$ cat config.mk
export PLATFORM = sky130hd
export DESIGN_NAME = seg7_scan_ctrl
export DESIGN_NICKNAME = d
export VERILOG_FILES = /design/src/rtl/seg7_pkg.sv /design/src/rtl/seg7_hex_decoder.sv /design/src/rtl/seg7_scan_ctrl.sv
export SDC_FILE = /design/constraint.sdc
export NUM_CORES = 1
export LEC_CHECK = 0
export BUFFER_PORTS_ARGS = -buffer_cell sky130_fd_sc_hd__buf_2
export CORE_AREA = 2 2 109 111
export DETAILED_ROUTE_END_ITERATION = 10
export DIE_AREA = 0 0 111 113
export GPL_ROUTABILITY_DRIVEN = 0
export PLACE_DENSITY_LB_ADDON = 0.1
export SYNTH_ARGS = -nofsm -noshare
export SYNTH_HDL_FRONTEND = slang
export SYNTH_SLANG_ARGS = --single-unit
$ cat constraint.sdc
create_clock -name clk -period 7.6 [get_ports clk]
set_input_delay 1.14 -clock clk [delete_from_list [all_inputs] [get_ports clk]]
set_output_delay 1.14 -clock clk [all_outputs]
set_load 0.005 [all_outputs]
$ cat src/rtl/seg7_pkg.sv
// Shared constants and helpers for the 7-segment scan controller.
package seg7_pkg;

    // Active-low segment patterns, bit order {a,b,c,d,e,f,g}
    localparam logic [6:0] SEG_BLANK = 7'b1111111;
    localparam logic [6:0] SEG_0     = 7'b0000001;
    localparam logic [6:0] SEG_1     = 7'b1001111;
    localparam logic [6:0] SEG_2     = 7'b0010010;
    localparam logic [6:0] SEG_3     = 7'b0000110;
    localparam logic [6:0] SEG_4     = 7'b1001100;
    localparam logic [6:0] SEG_5     = 7'b0100100;
    localparam logic [6:0] SEG_6     = 7'b0100000;
    localparam logic [6:0] SEG_7     = 7'b0001111;
    localparam logic [6:0] SEG_8     = 7'b0000000;
    localparam logic [6:0] SEG_9     = 7'b0000100;
    localparam logic [6:0] SEG_A     = 7'b0001000;
    localparam logic [6:0] SEG_B     = 7'b1100000;
    localparam logic [6:0] SEG_C     = 7'b0110001;
    localparam logic [6:0] SEG_D     = 7'b1000010;
    localparam logic [6:0] SEG_E     = 7'b0110000;
    localparam logic [6:0] SEG_F     = 7'b0111000;

    // Digit index width; a single-digit display still needs one bit
    function automatic int unsigned idx_w(input int unsigned n);
        return (n <= 32'd1) ? 32'd1 : 32'($clog2(n));
    endfunction

    // Nibble to segment pattern; codes 10-15 go dark outside hex mode
    function automatic logic [6:0] nib_to_seg(input logic [3:0] code, input logic hex_mode);
        logic [6:0] pat;
        case (code)
            4'h0:    pat = SEG_0;
            4'h1:    pat = SEG_1;
            4'h2:    pat = SEG_2;
            4'h3:    pat = SEG_3;
            4'h4:    pat = SEG_4;
            4'h5:    pat = SEG_5;
            4'h6:    pat = SEG_6;
            4'h7:    pat = SEG_7;
            4'h8:    pat = SEG_8;
            4'h9:    pat = SEG_9;
            4'hA:    pat = SEG_A;
            4'hB:    pat = SEG_B;
            4'hC:    pat = SEG_C;
            4'hD:    pat = SEG_D;
            4'hE:    pat = SEG_E;
            default: pat = SEG_F;
        endcase
        if (!hex_mode && (code > 4'd9)) begin
            pat = SEG_BLANK;
        end
        return pat;
    endfunction

endpackage

$ cat src/rtl/seg7_hex_decoder.sv
// Combinational nibble-to-segment decoder (active-low outputs).
module seg7_hex_decoder
    import seg7_pkg::*;
(
    input  logic [3:0] code_i,
    input  logic       hex_mode_i,
    output logic [6:0] seg_o
);

    // Pure table lookup shared with the package helper
    always_comb begin
        seg_o = nib_to_seg(code_i, hex_mode_i);
    end

endmodule

$ cat src/rtl/seg7_scan_ctrl.sv
// Time-multiplexed N-digit common-anode 7-segment driver with tear-free
// frame-boundary commit of loaded data.
// Optional: define SEG7_LEADING_ZERO_BLANK_EN to add the lzb_en input that
// darkens leading zero digits (digit 0 always stays lit).
module seg7_scan_ctrl
    import seg7_pkg::*;
#(
    parameter  int unsigned NUM_DIGITS  = 8,
    parameter  int unsigned REFRESH_DIV = 100000,
    localparam int unsigned IDX_W       = idx_w(NUM_DIGITS)
) (
    input  logic                    clk,
    input  logic                    rst_n,
    input  logic                    en,
    input  logic                    hex_mode,
`ifdef SEG7_LEADING_ZERO_BLANK_EN
    input  logic                    lzb_en,
`endif
    input  logic                    load,
    input  logic [4*NUM_DIGITS-1:0] data_in,
    input  logic [NUM_DIGITS-1:0]   dp_in,
    input  logic [NUM_DIGITS-1:0]   blank_in,
    output logic [NUM_DIGITS-1:0]   an,
    output logic [6:0]              seg,
    output logic                    dp,
    output logic [IDX_W-1:0]        digit_idx,
    output logic                    frame_start,
    output logic                    pending
);

    localparam int unsigned          CNT_W    = 32'($clog2(REFRESH_DIV));
    localparam logic [CNT_W-1:0]     CNT_MAX  = CNT_W'(REFRESH_DIV - 1);
    localparam logic [IDX_W-1:0]     IDX_LAST = IDX_W'(NUM_DIGITS - 1);
    localparam int unsigned          DATA_W   = 4 * NUM_DIGITS;

    logic [CNT_W-1:0]      cnt_q, cnt_d;
    logic [IDX_W-1:0]      idx_q, idx_d;
    logic                  tick, wrap;

    logic [DATA_W-1:0]     sh_data_q, sh_data_d;
    logic [NUM_DIGITS-1:0] sh_dp_q, sh_dp_d;
    logic [NUM_DIGITS-1:0] sh_blank_q, sh_blank_d;
    logic [DATA_W-1:0]     disp_data_q, disp_data_d;
    logic [NUM_DIGITS-1:0] disp_dp_q, disp_dp_d;
    logic [NUM_DIGITS-1:0] disp_blank_q, disp_blank_d;
    logic                  pending_q, pending_d;
    logic                  fs_q, fs_d;

    logic [NUM_DIGITS-1:0] an_q, an_d;
    logic [6:0]            seg_q, seg_d;
    logic                  dp_q, dp_d;

    logic [3:0]            nib;
    logic                  dig_dp, dig_blank, dig_lz;
    logic [6:0]            dec_seg;
    logic                  blank;
    logic [NUM_DIGITS-1:0] lz_mask;

    // Prescaler and digit index advance; everything holds while disabled
    always_comb begin
        tick  = en && (cnt_q == CNT_MAX);
        wrap  = tick && (idx_q == IDX_LAST);
        cnt_d = cnt_q;
        idx_d = idx_q;
        if (en) begin
            cnt_d = tick ? '0 : cnt_q + CNT_W'(1);
        end
        if (tick) begin
            idx_d = wrap ? '0 : idx_q + IDX_W'(1);
        end
    end

    // Shadow capture and frame-boundary commit; a load on the commit tick bypasses the shadow
    always_comb begin
        sh_data_d    = sh_data_q;
        sh_dp_d      = sh_dp_q;
        sh_blank_d   = sh_blank_q;
        disp_data_d  = disp_data_q;
        disp_dp_d    = disp_dp_q;
        disp_blank_d = disp_blank_q;
        pending_d    = pending_q;
        fs_d         = wrap;
        if (load) begin
            sh_data_d  = data_in;
            sh_dp_d    = dp_in;
            sh_blank_d = blank_in;
            pending_d  = 1'b1;
        end
        if (wrap) begin
            disp_data_d  = load ? data_in  : sh_data_q;
            disp_dp_d    = load ? dp_in    : sh_dp_q;
            disp_blank_d = load ? blank_in : sh_blank_q;
            pending_d    = 1'b0;
        end
    end

`ifdef SEG7_LEADING_ZERO_BLANK_EN
    logic zero_above;

    // Mark zero digits that sit above the most-significant nonzero digit
    always_comb begin
        lz_mask    = '0;
        zero_above = 1'b1;
        for (int i = int'(NUM_DIGITS) - 1; i >= 1; i--) begin
            zero_above = zero_above & (disp_data_d[4*i +: 4] == 4'h0);
            lz_mask[i] = lzb_en & zero_above;
        end
    end
`else
    assign lz_mask = '0;
`endif

    // Select the digit that will be driven after this edge and build the anode vector
    always_comb begin
        nib       = '0;
        dig_dp    = 1'b0;
        dig_blank = 1'b0;
        dig_lz    = 1'b0;
        an_d      = '1;
        for (int i = 0; i < int'(NUM_DIGITS); i++) begin
            if (idx_d == IDX_W'(i)) begin
                nib       = disp_data_d[4*i +: 4];
                dig_dp    = disp_dp_d[i];
                dig_blank = disp_blank_d[i];
                dig_lz    = lz_mask[i];
                an_d[i]   = ~en;
            end
        end
    end

    seg7_hex_decoder u_dec (
        .code_i     (nib),
        .hex_mode_i (hex_mode),
        .seg_o      (dec_seg)
    );

    // Blanked digits darken segments and dp but keep their anode slot
    always_comb begin
        blank = dig_blank | dig_lz | (dec_seg == SEG_BLANK);
        seg_d = blank ? SEG_BLANK : dec_seg;
        dp_d  = blank | ~dig_dp;
    end

    // State and pin registers
    always_ff @(posedge clk or negedge rst_n) begin
        if (!rst_n) begin
            cnt_q        <= '0;
            idx_q        <= '0;
            sh_data_q    <= '0;
            sh_dp_q      <= '0;
            sh_blank_q   <= '0;
            disp_data_q  <= '0;
            disp_dp_q    <= '0;
            disp_blank_q <= '0;
            pending_q    <= 1'b0;
            fs_q         <= 1'b0;
            an_q         <= '1;
            seg_q        <= SEG_BLANK;
            dp_q         <= 1'b1;
        end else begin
            cnt_q        <= cnt_d;
            idx_q        <= idx_d;
            sh_data_q    <= sh_data_d;
            sh_dp_q      <= sh_dp_d;
            sh_blank_q   <= sh_blank_d;
            disp_data_q  <= disp_data_d;
            disp_dp_q    <= disp_dp_d;
            disp_blank_q <= disp_blank_d;
            pending_q    <= pending_d;
            fs_q         <= fs_d;
            an_q         <= an_d;
            seg_q        <= seg_d;
            dp_q         <= dp_d;
        end
    end

    assign an          = an_q;
    assign seg         = seg_q;
    assign dp          = dp_q;
    assign digit_idx   = idx_q;
    assign frame_start = fs_q;
    assign pending     = pending_q;

endmodule
==> results of run 1 <==
-- per-stage QoR --
| step | cell area, um2 | hold slack (ps) |
|---|---|---|
| 2_1_floorplan | 6100 | 432 |
| 3_3_place_gp | 6570 | 461 |
| 3_5_place_dp | 6570 | 465 |
| 4_1_cts | 7130 | 478 |
| 5_1_grt | 7130 | 487 |
| 6_report | 7130 | 480 |
-- registers in the layout, indices dropped and copies added, names as in the netlist --
signal,flops
cnt_q,17
pending,1
sh_dp_q,8
frame_start,1
sh_data_q,32
disp_blank_q,8
sh_blank_q,8
disp_dp_q,8
seg,7
disp_data_q,32
dp,1
digit_idx,3
an,8
-- per-layer routing --
| layer | vias up | global-route usage (%) | share of wire [%] |
|---|---|---|---|
| met5 | - | 0 | 0 |
| met4 | 0 | 7.00 | 1.9 |
| met3 | 25 | 6.11 | 5.1 |
| met2 | 122 | 34.9 | 46 |
| met1 | 2013 | 31.5 | 47 |
| li1 | 1926 | - | - |
-- cells in the final DEF (no fill, tap or decap), drive strengths merged, types with 2 or more instances in the layout --
cell type and count:
dfrtp 118, mux2 79, buf 76, nand2 41
nor2 23, o21ai 23, clkbuf 21, inv 19
a21oi 16, dfstp 16, mux2i 15, nand3 15
and2 10, ha 9, xor2 7, and3 6
xnor2 6, nor2b 5, clkinvlp 5, clkinv 5
or3 4, nor3 4, a21o 4, a221oi 4
nand4 4, a22o 3, or2 3, o31ai 3
nor3b 3, o22ai 2, a211o 2, a222oi 2
a211oi 2, a31o 2, o21a 2, o22a 2
o221ai 2, o211ai 2, nor4 2
-- worst max-delay path, cell delays in order --
cell and delay, ps:
sky130_fd_sc_hd__buf_2 280, sky130_fd_sc_hd__nand2_2 160, sky130_fd_sc_hd__nor3b_2 260, sky130_fd_sc_hd__nand3_2 350
sky130_fd_sc_hd__inv_2 810, sky130_fd_sc_hd__mux2_2 430, sky130_fd_sc_hd__a2111o_1 360, sky130_fd_sc_hd__a221oi_1 420
sky130_fd_sc_hd__o221a_2 470, sky130_fd_sc_hd__nor2_1 130, sky130_fd_sc_hd__a22oi_4 310, sky130_fd_sc_hd__a21bo_1 240
-- cells in the mapped netlist, types with 4 or more instances --
| master | number |
|---|---|
| sky130_fd_sc_hd__dfrtp_1 | 118 |
| sky130_fd_sc_hd__mux2_2 | 78 |
| sky130_fd_sc_hd__nand2_1 | 40 |
| sky130_fd_sc_hd__nor2_1 | 22 |
| sky130_fd_sc_hd__o21ai_0 | 18 |
| sky130_fd_sc_hd__a21oi_1 | 16 |
| sky130_fd_sc_hd__dfstp_2 | 16 |
| sky130_fd_sc_hd__inv_1 | 16 |
| sky130_fd_sc_hd__mux2i_1 | 15 |
| sky130_fd_sc_hd__nand3_1 | 13 |
| sky130_fd_sc_hd__ha_1 | 9 |
| sky130_fd_sc_hd__and2_1 | 7 |
| sky130_fd_sc_hd__xor2_1 | 7 |
| sky130_fd_sc_hd__and3_1 | 6 |
| sky130_fd_sc_hd__buf_2 | 6 |
| sky130_fd_sc_hd__xnor2_1 | 6 |
| sky130_fd_sc_hd__buf_4 | 5 |
| sky130_fd_sc_hd__clkbuf_1 | 5 |
| sky130_fd_sc_hd__nor2b_1 | 5 |
| sky130_fd_sc_hd__a21o_1 | 4 |
| sky130_fd_sc_hd__a221oi_1 | 4 |
| sky130_fd_sc_hd__nand4_1 | 4 |
| sky130_fd_sc_hd__nor3_1 | 4 |
| sky130_fd_sc_hd__or3_1 | 4 |
-- cell families after synthesis --
| kind of cell | share of synthesized area, % |
|---|---|
| AOI/OAI and AO/OA | 9.90 |
| xor gates and xnor gates | 1.87 |
| adders and majority gates | 1.85 |
| buffers and inverters | 2.87 |
| DFF | 55.3 |
| muxes | 17.0 |
| and+or+nand+nor | 11.2 |
-- final cells by class --
type	instances	area [um2]	share of cell area, %
well taps	143	179	2.51
flip-flops and latches	134	3370	47.3
repair buffers	76	390	5.47
clock inverters	11	104	1.46
clock buffers	21	460	6.45
multi-input cells	326	2550	35.8
inverters	19	73.8	1.03
-- power breakdown --
group | leakage (nW) | internal (W) | total (W) | switching (W)
Clock | 0.261 | 0.000467 | 0.000766 | 0.000299
Sequential | 1.69 | 0.000756 | 0.000781 | 0.0000244
Combinational | 1.41 | 0.0000510 | 0.000108 | 0.0000567
-- path summary, 6_finish.rpt --
| check | slack (ps) | to | cells past startpoint | start |
|---|---|---|---|---|
| setup / recovery | 2580 | dp | 12 | en |
| hold / removal | 480 | sh_blank_q[7] | 2 | sh_blank_q[7] |
| setup reg to reg | 2860 | dp | 11 | digit_idx[0] |
| hold reg to reg | 480 | sh_blank_q[7] | 2 | sh_blank_q[7] |
| max in group asynchronous | 5400 | disp_blank_q[0] | 2 | rst_n |
| min in group asynchronous | 850 | sh_data_q[14] | 1 | rst_n |
==> impl.org, run 1 <==
** Place
- # port buffers :: 73
- The wire-length estimate of the detail-placed layout is 8.91 mm.
- OpenSTA, run right after detailed placement, puts the worst setup slack at 2170 ps.
- Instance count after placement with tap cells included :: 698

** Synth
- Area share of the leading cell type in the synthesized netlist :: 48.4%
- FFs w/ async S/R, synth :: 100%
- Net Count, Synth :: 559
- Part of the Yosys area used for sequential elements :: 55.3%
- Counting flops with a built-in enable in the synthesized netlist gives 0.
- The cell count after synthesis came out at 497.
- Primary FF master, synth :: sky130_fd_sc_hd__dfrtp_1
- Post-Synthesis Cell Area :: 6100 um2
- Synth Area per Inst :: 12.3 um2
- Post-synthesis sequential element count :: 134
- Top cells by area in the synthesized netlist :: sky130_fd_sc_hd__dfrtp_1 (48%), sky130_fd_sc_hd__mux2_2 (14%), sky130_fd_sc_hd__dfstp_2 (6.9%)
- Number of warnings printed during yosys synthesis :: 0
- Of all cell types, the one taking the most synthesized area is sky130_fd_sc_hd__dfrtp_1.
- Number of unique standard cell types used by synthesis :: 72

** Clocking
- Post-cts sizing count :: 0
- Clock Tree Root :: sky130_fd_sc_hd__clkbuf_16
- No sink is reached through more buffers than the 2 on the longest clock path.
- In this run the post-CTS setup repair buffer count came out at 0.
- The H-tree was split into 4 levels.
- Clock-pin slew was measured on the worst setup and hold paths at 50 ps.
- Inserted Clock Buffers :: 17
- Quantity of hold-fixing buffers added after cts :: 0
- Worst-skew pair later-pin latency :: 410 ps
- Clk sinks :: 134
- CTS tree :: yes

** Detailed routing
- Iteration-0 DRC Markers :: 382
- After detailed routing, the total wire length is 13.0 mm.
- The detailed router placed 4,086 vias in this run.
- Routed length per instance :: 17.8 um
- Pre-antenna DRT Iters :: 5
- The count of nets left with antenna violations once routing finished came out at 0.
- DRC violations left :: 0
- Dividing the detail-routed via count by the number of cells gives 5.60.

** Timing
- Of the available clock period, the critical path in the final layout requires 66.1%.
- Tightest Pin Transition :: 924 ps
- Final min period :: 5020 ps
- Max_slew headroom :: 38.3%
- Setup repair after global routing left no endpoint under its margin.
- Post-layout worst setup margin :: 2580 ps
- Number of pins with negative max-slew slack in the final report :: 0
- Maximum frequency from static timing analysis :: 199 MHz
- Final Setup Violations :: 0
- The number of hold violations in the final report was 0.
- Worst-case clock skew :: 7.86 ps
- Setup TNS :: 0 ps

** Setup path
- STA classifies the critical path endpoint as a flop.
- At the worst endpoint, the required time is 7940 ps.
- Data arrives at the worst endpoint at 5360 ps.
- The worst setup path is of the in2reg kind.
- Of all nets on the critical path, the largest fanout is 42.
- Critical path launch point type :: input port

** Global routing
- Antenna violations before repair :: 0
- GRT Resource Usage Total :: 22.5%
- The total overflow left after global routing is 0.
- The first global-routing pass estimated 22.2 mm of wire.
- Largest net degree at the start of global routing :: 73
- The number of global-route vias before repair came to 4,295.

** Power
- Worst vdd rail ir drop :: 0.000124 V
- For this design the ratio of total power to cell area is 232 nW/um2.
- Power, Total :: 0.00165 W
- Total leakage power :: 3.36 nW

** Floorplanning
- Measured along the x axis, the die boundary spans 111 um.
- Full die area :: 12,500 um2
- Core Area :: 11,300 um2
- The floorplan step set the die height to 113 um.
- 74 I/O pins were placed.
- In this run the core area contains 39 standard-cell rows.
- The initial utilization of the core area, before any placement, comes to 54.1%.

** Final layout
- ANT cells :: 0
- Fill cell count :: 912
- Cells fill 63.3% of the core in the end.
- For this run, the number of standard cells in the final layout without fillers is 730.
- Number of nets in the finished design :: 636
- Syn-to-layout area delta :: 16.9%
- Cells with a size suffix above 1 make up 38.5% of the layout.

** Flow run
- Number of max-capacitance violations reported :: 0

** Min path
- Hold WC Path Type :: reg2reg

** Run status
- The run finished with clean final reports.
Power figures use the tool's default switching activity.
==> run 2: changes to the inputs <==
--- a/config.mk
+++ b/config.mk
@@ -5,6 +5,7 @@
 export SDC_FILE = /design/constraint.sdc
 export NUM_CORES = 1
 export LEC_CHECK = 0
+export ABC_AREA = 1
 export BUFFER_PORTS_ARGS = -buffer_cell sky130_fd_sc_hd__buf_2
 export CORE_AREA = 2 2 109 111
 export DETAILED_ROUTE_END_ITERATION = 10
==> constraint.sdc (replaced) <==
create_clock -name clk -period 4.77 [get_ports clk]
set_input_delay 0.7155 -clock clk [delete_from_list [all_inputs] [get_ports clk]]
set_output_delay 0.7155 -clock clk [all_outputs]
set_load 0.005 [all_outputs]
==> impl.org, run 2 <==
** Run status
- The flow ran to the end, and the final reports show no timing, DRC or antenna violations.

** Clocking
- CTS tree :: yes
- Inserted Clock Buffers :: 17
- After clock tree synthesis, the clock-pin slew on the worst setup and hold paths is 60 ps.
- CTS built an H-tree with a depth of 4.
- Clk buf depth :: 2
- In this run the clock root is driven by a sky130_fd_sc_hd__clkbuf_16.
- CTS saw 134 sinks.
- The number of gates resized after CTS was 0.
- Quantity of hold-fixing buffers added after cts :: 0
- Worst-skew pair later-pin latency :: 420 ps
- Post-CTS setup buffer count :: 0

** Detailed routing
- Once detail routing completed, the nets flagged for antenna violations numbered 0.
- After detailed routing, the met2 layer carries 6.39 mm of wire.
- Summing over every cut layer, the via total after detailed routing is 4,837.
- Dividing the detail-routed wire length by the instance count gives 14.6 um.
- Post-Route M1 WL :: 6.70 mm
- In the routed layout, each cell is associated on average with a via count of 5.10.
- Summed over all layers, the routed wires come to 13.9 mm.
- DRC violations left :: 0
- Summed over all nets, wire length on met3 after detailed routing comes to 558 um.
- Iteration-0 DRC Markers :: 248
- The first detailed-routing pass ran for 4 iterations.
- Top metal layer carrying routed signals :: met4

** Place
- The count of buffers added on input and output ports is 73.
- The HPWL after detailed placement is 9.71 mm.
- Instance count after placement with tap cells included :: 916

** Final layout
- Compared with the post-synthesis result, the final layout area differs by 18.1%.
- Final non-filler cell total :: 948
- The top cell types in the final layout, fill and taps aside, are sky130_fd_sc_hd__nand2_1 (270), sky130_fd_sc_hd__dfrtp_1 (118), sky130_fd_sc_hd__buf_2 (72), sky130_fd_sc_hd__inv_1 (68), sky130_fd_sc_hd__nand3_1 (41).
- The library cell used most frequently in the layout, excluding fill and tap cells, is sky130_fd_sc_hd__nand2_1.
- The largest registers in the layout are disp_data_q x32, sh_data_q x32, cnt_q x17.
- ANT cells :: 0
- The layout has 943 filler cells.
- Layout cell share with drive strength beyond 1 :: 20.0%
- The final layout contains 854 nets.

** Setup path
- The worst setup path is launched from a flop.
- Worst Path Arrival :: 4010 ps
- Highest net fanout along the worst path :: 54
- Setup CP Type :: reg2reg
- STA puts the critical path data required time at 5090 ps.
- The worst setup path is captured at a flop.

** Floorplanning
- Full die area :: 12,500 um2
- Placement Rows :: 39
- The region available for standard cell placement spans 11,300 um2.
- 74 I/O pins were placed.
- Die Y-Extent :: 113 um
- For this configuration, the core starts out at a cell density of 54.6%.
- From left edge to right edge, the die measures 111 um.

** Synth
- Cell type with the highest aggregate area in the netlist :: sky130_fd_sc_hd__dfrtp_1
- The share of the Yosys chip area taken by registers is 54.8%.
- Post-synthesis sequential element count :: 134
- Synthesis produced a netlist with a net count of 780.
- The cell area that synthesis handed to floorplanning was 6150 um2.
- The commonest cells after synthesis are sky130_fd_sc_hd__nand2_1 (270), sky130_fd_sc_hd__dfrtp_1 (118), sky130_fd_sc_hd__inv_1 (68).
- Gate Count Post-Synth :: 718
- The top cell type by area accounts for 48.0% of the synthesized area.
- Top cells by area in the synthesized netlist :: sky130_fd_sc_hd__dfrtp_1 (48%), sky130_fd_sc_hd__nand2_1 (16%), sky130_fd_sc_hd__dfstp_2 (6.8%)
- Library cell with the highest instance count after synthesis :: sky130_fd_sc_hd__nand2_1
- The Yosys step of the flow raised 0 warnings.
- Primary FF master, synth :: sky130_fd_sc_hd__dfrtp_1
- After synthesis, the share of flip-flops with an asynchronous set or reset is 100%.
- The number of different library cells used by synthesis comes to 37.
- The synthesized design contains 0 enable-type register cells.
- After synthesis, the mean cell area works out to 8.57 um2.

** Timing
- RSZ-0062 raised after global routing :: false
- Final Cycle Share :: 77.4%
- Final Setup Violations :: 0
- Tightest Pin Transition :: 625 ps
- Final min period :: 3690 ps
- The final-report max-slew violation count was 0.
- Setup TNS :: 0 ps
- Hold violation count in the final report :: 0
- Based on the critical path, the design can be clocked at up to 271 MHz.
- Max_slew headroom :: 58.3%
- Worst-case clock skew :: 7.67 ps

** Power
- Switching pwr :: 0.000656 W
- Combinational share of power :: 6.8%
- Net Sw Frac :: 22.8%
- In this run the power density over the cells is 396 nW/um2.
- VDD sags by at most 0.000216 V.
- The internal portion of the total power is 0.00222 W.
- In this run the static leakage power is 3.84 nW.
- The clock network burns 49.6% of the power.
- Power share of the sequential group :: 43.6%

** Global routing
- Across every metal layer, demand over resource in global routing totals 24.3%.
- Global routing finished with a remaining overflow of 0.
- Entering global routing, the biggest net connects 55 pins.
- Wire length of the first global-routing pass :: 24.1 mm
- The initial antenna violation count came to 0.
- Number of global-route vias before repair :: 4,920

** Flow run
- The tool flagged a number of max-cap violations equal to 0.

** Min path
- Hold WC Path Type :: in2async
-- run 2: changes by cell type in the layout (fill, tap and decap cells not counted), sizes merged, moves of 6 or more --
cell,previous run,this run
and2,10,0
nor2,23,45
mux2,79,0
nand4,4,23
and3,6,0
or2,3,9
nand2,41,279
inv,19,72
nand3,15,47
o21ai,23,38
-- run 2: final timing paths --
path,from,endpoint,slack (ps),cells after the start
setup / recovery,digit_idx[1],seg[6],1080,16
hold / removal,rst_n,sh_data_q[15],320,1
setup reg to reg,digit_idx[1],seg[6],1080,16
hold reg to reg,sh_data_q[16],sh_data_q[16],470,2
max in group asynchronous,rst_n,seg[0],3440,2
min in group clk,sh_data_q[16],sh_data_q[16],470,2
-- run 2: cell type report --
class	count	area, um2	area share (%)
clock inverters	11	199	2.74
multi-input cells	488	2390	32.9
repair buffers	77	398	5.47
clock buffers	21	450	6.20
flip-flops and latches	134	3370	46.4
well taps	143	179	2.46
inverters	74	278	3.82
-- run 2: metal layers --
metal | track usage (%) | up-vias
li1 | - | 2423
met1 | 34.0 | 2300
met2 | 38.0 | 94
met3 | 5.30 | 20
met4 | 8.25 | 0
met5 | 0 | -
-- run 2: power by group through the flow --
stage | clock network, W | registers [W] | logic [W]
2_1_floorplan | 0 | 0.00126 | 0.000131
3_3_place_gp | 0 | 0.00127 | 0.000193
3_5_place_dp | 0 | 0.00127 | 0.000199
4_1_cts | 0.00145 | 0.00125 | 0.000201
5_1_grt | 0.00150 | 0.00126 | 0.000229
6_report | 0.00143 | 0.00125 | 0.000196
-- run 2: kinds of logic (layout without fill, tap and decap cells) --
logic type / Yosys count / count (layout) / share of synthesized area (%)
simple gates: 411 / 411 / 30.3
flops: 134 / 134 / 54.8
fa+ha+maj: 9 / 9 / 1.83
compound gates: 54 / 54 / 4.55
xor+xnor: 3 / 3 / 0.427
buf+inv: 96 / 183 / 6.32
mux: 11 / 11 / 1.79
-- run 2: worst max-delay path: stages (launching register included) --
cell                      delay, ps
sky130_fd_sc_hd__dfrtp_1        410
sky130_fd_sc_hd__ha_1           170
sky130_fd_sc_hd__ha_1           430
sky130_fd_sc_hd__nand3_4        510
sky130_fd_sc_hd__inv_2          560
sky130_fd_sc_hd__nor2_1          80
sky130_fd_sc_hd__a21oi_1        170
sky130_fd_sc_hd__nor2_1          60
sky130_fd_sc_hd__nor2_1         100
sky130_fd_sc_hd__nand4_1        110
sky130_fd_sc_hd__nor2_2         240
sky130_fd_sc_hd__inv_1          130
sky130_fd_sc_hd__ha_1           260
sky130_fd_sc_hd__nand3_1        110
sky130_fd_sc_hd__nand2_1         70
sky130_fd_sc_hd__nand2_1         60
sky130_fd_sc_hd__nand4_1        100
-- run 2: stage by stage --
step | util, % | setup WS [ps] | hold slack, ps | power [W] | area, um2
after floorplan | - | 1910 | 420 | 0.00139 | 6150
after global placement | 58.7 | 938 | 449 | 0.00146 | 6620
after detailed placement | 58.7 | 749 | 457 | 0.00147 | 6620
after CTS | 64.5 | 1110 | 339 | 0.00291 | 7270
after global routing | 64.5 | 665 | 375 | 0.00299 | 7270
final | 64.5 | 1080 | 320 | 0.00288 | 7270
